===== src/rtl/z80_bus_pkg.sv =====
// ============================================================================
//  Module  : z80_bus_pkg
//  Brief   : Z80 opcode constants, prefix-state encoding and RETN decode helper
//  Revision: 1.0 - initial release
// ============================================================================
`default_nettype none

package z80_bus_pkg;

   localparam logic [7:0] OP_ED   = 8'hED;
   localparam logic [7:0] OP_CB   = 8'hCB;
   localparam logic [7:0] OP_DD   = 8'hDD;
   localparam logic [7:0] OP_FD   = 8'hFD;
   localparam logic [7:0] OP_RETI = 8'h4D;
   localparam logic [7:0] OP_RETN = 8'h45;

   // Undocumented second bytes that the CPU executes exactly like ED 45
   localparam int          RETN_ALIAS_N = 6;
   localparam logic [47:0] RETN_ALIASES = {8'h55, 8'h5D, 8'h65, 8'h6D, 8'h75, 8'h7D};

   typedef enum logic [1:0] {
      ST_IDLE   = 2'd0,
      ST_PFX_ED = 2'd1,
      ST_PFX_CB = 2'd2
   } state_t;

   function automatic logic is_retn(input logic [7:0] op, input logic undoc);
      logic hit;
      hit = (op == OP_RETN);
      if (undoc) begin
         for (int i = 0; i < RETN_ALIAS_N; i++) begin
            if (op == RETN_ALIASES[i*8 +: 8]) hit = 1'b1;
         end
      end
      return hit;
   endfunction

endpackage

`default_nettype wire


===== src/rtl/z80_reti.sv =====
// ============================================================================
//  Module  : z80_reti
//  Brief   : Watches Z80 bus cycles and emits SPM1 / RETI / RETN / EDM1 strobes
//  Revision: 1.0 - initial release
// ============================================================================
`default_nettype none

module z80_reti
   import z80_bus_pkg::*;
#(
   parameter bit UNDOC_RETN = 1'b1,
   parameter bit SPM1_COMB  = 1'b0
) (
   input  logic       I_CLK,
   input  logic       I_RESET_n,
   input  logic       I_CLKEN,
   input  logic       I_M1_n,
   input  logic       I_MREQ_n,
   input  logic       I_IORQ_n,
   input  logic       I_RD_n,
   input  logic [7:0] I_D,
   output logic       O_SPM1,
   output logic       O_RETI,
   output logic       O_RETN,
   output logic       O_EDM1
);

   state_t     r_state;
   logic [7:0] r_op;
   logic       r_m1;
   logic       r_fetch_seen;
   logic       r_ack_seen;
   logic       r_reti;
   logic       r_retn;

   state_t     w_state_nxt;
   logic [7:0] w_op_nxt;
   logic       w_fetch_seen_nxt;
   logic       w_ack_seen_nxt;
   logic       w_reti_nxt;
   logic       w_retn_nxt;
   logic       w_fetch;
   logic       w_ack;
   logic       w_m1_end;

   always_comb begin
      w_fetch          = ~I_M1_n & ~I_MREQ_n & ~I_RD_n;
      w_ack            = ~I_M1_n & ~I_IORQ_n;
      w_m1_end         = ~r_m1 & I_M1_n;
      w_state_nxt      = r_state;
      w_op_nxt         = r_op;
      w_fetch_seen_nxt = r_fetch_seen;
      w_ack_seen_nxt   = r_ack_seen;
      w_reti_nxt       = 1'b0;
      w_retn_nxt       = 1'b0;

      if (w_fetch) begin
         w_op_nxt         = I_D;
         w_fetch_seen_nxt = 1'b1;
      end
      if (w_ack) w_ack_seen_nxt = 1'b1;

      // Decode only at the close of the M1 cycle; an acknowledge cycle overrides a fetch
      if (w_m1_end) begin
         w_fetch_seen_nxt = 1'b0;
         w_ack_seen_nxt   = 1'b0;
         if (r_ack_seen) begin
            w_state_nxt = ST_IDLE;
         end else if (r_fetch_seen) begin
            case (r_state)
               ST_IDLE: begin
                  if (r_op == OP_ED)      w_state_nxt = ST_PFX_ED;
                  else if (r_op == OP_CB) w_state_nxt = ST_PFX_CB;
                  else                    w_state_nxt = ST_IDLE;
               end
               ST_PFX_ED: begin
                  w_reti_nxt  = (r_op == OP_RETI);
                  w_retn_nxt  = is_retn(r_op, UNDOC_RETN);
                  w_state_nxt = ST_IDLE;
               end
               default: w_state_nxt = ST_IDLE;
            endcase
         end
      end
   end

   always_ff @(posedge I_CLK or negedge I_RESET_n) begin
      if (!I_RESET_n) begin
         r_state      <= ST_IDLE;
         r_op         <= 8'h00;
         r_m1         <= 1'b1;
         r_fetch_seen <= 1'b0;
         r_ack_seen   <= 1'b0;
         r_reti       <= 1'b0;
         r_retn       <= 1'b0;
      end else if (I_CLKEN) begin
         r_state      <= w_state_nxt;
         r_op         <= w_op_nxt;
         r_m1         <= I_M1_n;
         r_fetch_seen <= w_fetch_seen_nxt;
         r_ack_seen   <= w_ack_seen_nxt;
         r_reti       <= w_reti_nxt;
         r_retn       <= w_retn_nxt;
      end
   end

   generate
      if (SPM1_COMB) begin : g_spm1_comb
         assign O_SPM1 = w_ack;
      end else begin : g_spm1_reg
         logic r_spm1;
         always_ff @(posedge I_CLK or negedge I_RESET_n) begin
            if (!I_RESET_n) begin
               r_spm1 <= 1'b0;
            end else if (I_CLKEN) begin
               if (w_ack)       r_spm1 <= 1'b1;
               else if (I_M1_n) r_spm1 <= 1'b0;
            end
         end
         assign O_SPM1 = r_spm1;
      end
   endgenerate

   assign O_RETI = r_reti;
   assign O_RETN = r_retn;
   assign O_EDM1 = (r_state == ST_PFX_ED);

endmodule

`default_nettype wire


===== config.mk =====
export PLATFORM = sky130hd
export DESIGN_NAME = z80_reti
export DESIGN_NICKNAME = d
export VERILOG_FILES = /design/src/rtl/z80_bus_pkg.sv /design/src/rtl/z80_reti.sv
export SDC_FILE = /design/constraint.sdc
export NUM_CORES = 1
export LEC_CHECK = 0
export BUFFER_PORTS_ARGS = -buffer_cell sky130_fd_sc_hd__buf_2
export CORE_AREA = 2 2 39 41
export CTS_BUF_LIST = sky130_fd_sc_hd__clkbuf_8
export CTS_CLUSTER_SIZE = 16
export DETAILED_ROUTE_END_ITERATION = 8
export DIE_AREA = 0 0 41 43
export PLACE_DENSITY = 0.88
export RECOVER_POWER = 25
export SLEW_MARGIN = 20
export SYNTH_ARGS = -nofsm -noshare
export SYNTH_HDL_FRONTEND = slang
export SYNTH_SLANG_ARGS = --single-unit
export TNS_END_PERCENT = 30

===== constraint.sdc =====
create_clock -name I_CLK -period 3.5 [get_ports I_CLK]
set_input_delay 0.7 -clock I_CLK [delete_from_list [all_inputs] [get_ports I_CLK]]
set_output_delay 0.7 -clock I_CLK [all_outputs]
set_load 0.005 [all_outputs]

After elaboration in Yosys (flattened, before gate mapping)

Index checks and enable logic that the tools add are counted.

Reduce and logical (&&, ||, !) cells: 10
Shift operators: 0
Mux-type cells: 25
Add/subtract/negate cells: 0
Bitwise gates (word level): 9
Equal/unequal tests: 11
Order comparisons: 0
Div/mod/pow operators: 0
$mul: 0

Operators with widths:

| kind                                                            | number |
|---|---|
| 8-bit by 7-bit == test with 1-bit output, second input constant | 8 |
| 1-bit two-way mux                                               | 20 |
| 8-bit == test, second input constant                            | 2 |
| 2-bit two-way mux                                               | 5 |
| 2-bit AND reduction                                             | 4 |
| 2-bit nonzero test                                              | 4 |
| 1-bit inverter                                                  | 5 |
| 1-bit bitwise AND                                               | 4 |
| 3-bit AND reduction                                             | 1 |
| 2-bit by 1-bit == test with 1-bit output, second input constant | 1 |
| 2-bit logical NOT                                               | 1 |

Word-level logic and storage cells: 63
Output and inout bits: 4
Latch bits: 0
ROM bits: 0
Memories: 0
Register bits: 16
RAM bits: 0

Logic depth before layout (Yosys ltp)

Word-level depth: 11
Depth in mapped cells: 3
Mapped depth without buffers: 3

Least setup slack after synthesis

No wires, ideal clock.

Path type: input port to flip-flop
Start point: input port I_M1_n
End point: register r_op[0]
Path buffers: 0
Setup time: 125 ps
Slack: 1821 ps
Stages on the path: 2
Arrival: 1555 ps
Cell sequence: nor4b_4 -> mux2_2

Longest elaborated chain between the ends: 4

Ends and longest elaborated chain:

| element                         | line           | source |
|---|---|---|
| start, declared                 | z80_reti.sv:17 | `input logic I_M1_n,` |
| 1-bit inverter                  | z80_reti.sv:47 | `w_fetch = ~I_M1_n & ~I_MREQ_n & ~I_RD_n;` |
| 1-bit bitwise AND (2 in series) | z80_reti.sv:47 |  |
| 2-bit AND reduction (no line)   | -              |  |
| end signal, assigned            | z80_reti.sv:98 | `r_op <= w_op_nxt;` |
| end, declared                   | z80_reti.sv:29 | `logic [7:0] r_op;` |

No other way between the ends.
A chain may end at the register's enable or synchronous reset.

Worst setup path after layout

Start point: input port I_M1_n
End point: register r_op[2]

Same word-level chain as after synthesis.

==> impl_metrics.toml <==
[detailed_routing]
dr.pass1.iters = 4
route.vias.total = 519
drt-total-wl_um = 1400
drt_iter0_markers = 11
ant_nets = 0
drc = 0
avgRoutedWirePerCell_um = 15.3
via_per_inst = 5.64

[clock_tree]
hold_buffers = 0
numCtsBuffers = 3
worstSkewPairLatency_ps = 250
cts.sinks = 16
cts_tree = "done"
clock_path_buffers = 2
h-tree-depth = 1
clk_pin_slew_worst_paths_ps = 60
cts_resized = 0
clock-root-buffer = "clkbuf_8"
post_cts_buffers = 0

[placed_design]
dp_cells = 88
port_buffers = 18
gp_congestion = 0.731
hpwlAfterDp_um = 1070
pre_cts_slack_ps = 1510

[yosys]
syn_area_per_cell_um2 = 13.3
async_reset_ff_share_pct = 100
yosysWarnings = 0
synth_nets = 69
seq_area_frac_synth_pct = 55.9
synth-seq-cells = 16
synth_top_area_share_pct = 52.3
synth_cell_types = 20
synth_common_cells = "dfrtp_1, mux2_2, nor2_1, o21ai_0, o2bb2ai_1"
syn_area_um2 = 718
yosysMostFrequentCell = "dfrtp_1"
yosysTopAreaCell = "dfrtp_1"
synth_area_leaders = "dfrtp_1, mux2_2, dfstp_2, o2bb2ai_1, nor4b_4"
synth-edff-count = 0
ys.flop_type = "dfrtp_1"
syn_inst = 54

[grt]
grt_overflow_total = 0
grt_pass1_wl_um = 2310
grt_max_degree = 17
grt_antenna_before_repair = 0
grtUsageTotal_pct = 20.2
grt_pass1_vias = 517

[setup_path]
cp-end-kind = "flip-flop"
cp-start-kind = "primary input"
worst_ep_arrival_time_ps = 1820
critPathRequiredTime_ps = 3630
path_class = "primary input to flip-flop"
path_max_fanout = 9

[sta]
slew_headroom_pct = 45.5
finalSetupViolCount = 0
worstMarginPinSlew_ps = 818
hold_ws_ps = 489
fin_tns_setup_ps = 0
fmax_mhz = 591
fin_ws_ps = 1810
finClkSkew_ps = 3.07
fin_crit_sh_pct = 48.4
rsz0062_at_grt = "false"
hold_viol = 0
slew_violations = 0
fin_crit_ps = 1690

[finish]
diodes = 0
fin_cells = 92
area_growth_pct = 22.8
nets = 92
fillers = 112
drive_gt1_share_pct = 44.7

[power]
p_total_uw = 461
irDropWorstVdd_uv = 346
p_leak_nw = 0.411
pwr_density_cell_mw_per_mm2 = 523

[floorplanning]
dieArea_mm2 = 0.00176
core_mm2 = 0.00138
die_h_um = 43
core.rowCount = 14
ios = 19
start_util_pct = 51.9
die_w_um = 41

[status]
status = "finished clean"

[hold_path]
min_path_type = "flip-flop to flip-flop"

[flow_run]
maxCapViolCount = 0
where the power goes:
part	internal, mW	switching, mW
clock	0.0996	0.0615
sequential	0.213	0.0269
combinational	0.0365	0.0240
total	0.349	0.112
sequential cells by signal, indices dropped and copies added (netlist names):
name	flops
r_ack_seen	1
O_RETI	1
r_state	2
r_op	8
O_SPM1	1
r_m1	1
r_fetch_seen	1
O_RETN	1
layout by cell type (no fill, tap or decap), drive strengths merged, types with 2 or more instances in the layout:
cell type  count
and3b          2
nand4          2
nor4b          2
clkbuf         5
mux2          10
dfrtp         15
nor2           4
and4b          2
o2bb2ai        3
buf           17
o21ai          4
nor2b          2
critical path, stage by stage:
cell	delay, ps
buf_2	130
nor4b_4	570
mux2_2	410
metal layers:
layer | global-route usage (%) | vias to the layer above | routed length, um
met5 | 0 | - | 0
met4 | 12.0 | 0 | 0
met3 | 4.71 | 0 | 42
met2 | 29.4 | 8 | 758
met1 | 26.2 | 261 | 602
li1 | - | 250 | -
kinds of logic (layout without fill, tap and decap cells):
logic type / count (synthesis) / after routing / synth area share [%]
simple gates: 19 / 19 / 20.7
flops: 16 / 16 / 55.9
mux: 10 / 10 / 15.7
compound gates: 8 / 8 / 7.14
buf+inv: 1 / 23 / 0.522
per-stage QoR:
stage	instance area, um2	util, %
after floorplan	718	-
after global placement	828	59.9
after detailed placement	828	59.9
after CTS	883	63.8
after global routing	882	63.7
final	882	63.7
cell type report:
| cell class | instances | area (um2) | area share, % |
|---|---|---|---|
| multi-input cells | 37 | 313 | 35.5 |
| repair buffers | 18 | 88.8 | 10.1 |
| well taps | 16 | 20.0 | 2.27 |
| flip-flops and latches | 16 | 402 | 45.5 |
| clock buffers | 4 | 55.1 | 6.24 |
| inverters | 1 | 3.75 | 0.426 |
final timing paths:
path / cells after the start / start / slack [ps] / endpoint
max in group asynchronous: 1 / I_RESET_n / 2470 / r_op[0]
max: 3 / I_M1_n / 1810 / r_op[2]
min: 1 / O_RETI / 490 / O_RETI
max reg2reg: 3 / r_m1 / 2100 / r_state[1]
min reg2reg: 1 / O_RETI / 490 / O_RETI
min in group asynchronous: 1 / I_RESET_n / 520 / r_fetch_seen
No activity file was read; power rests on OpenSTA's default activity.
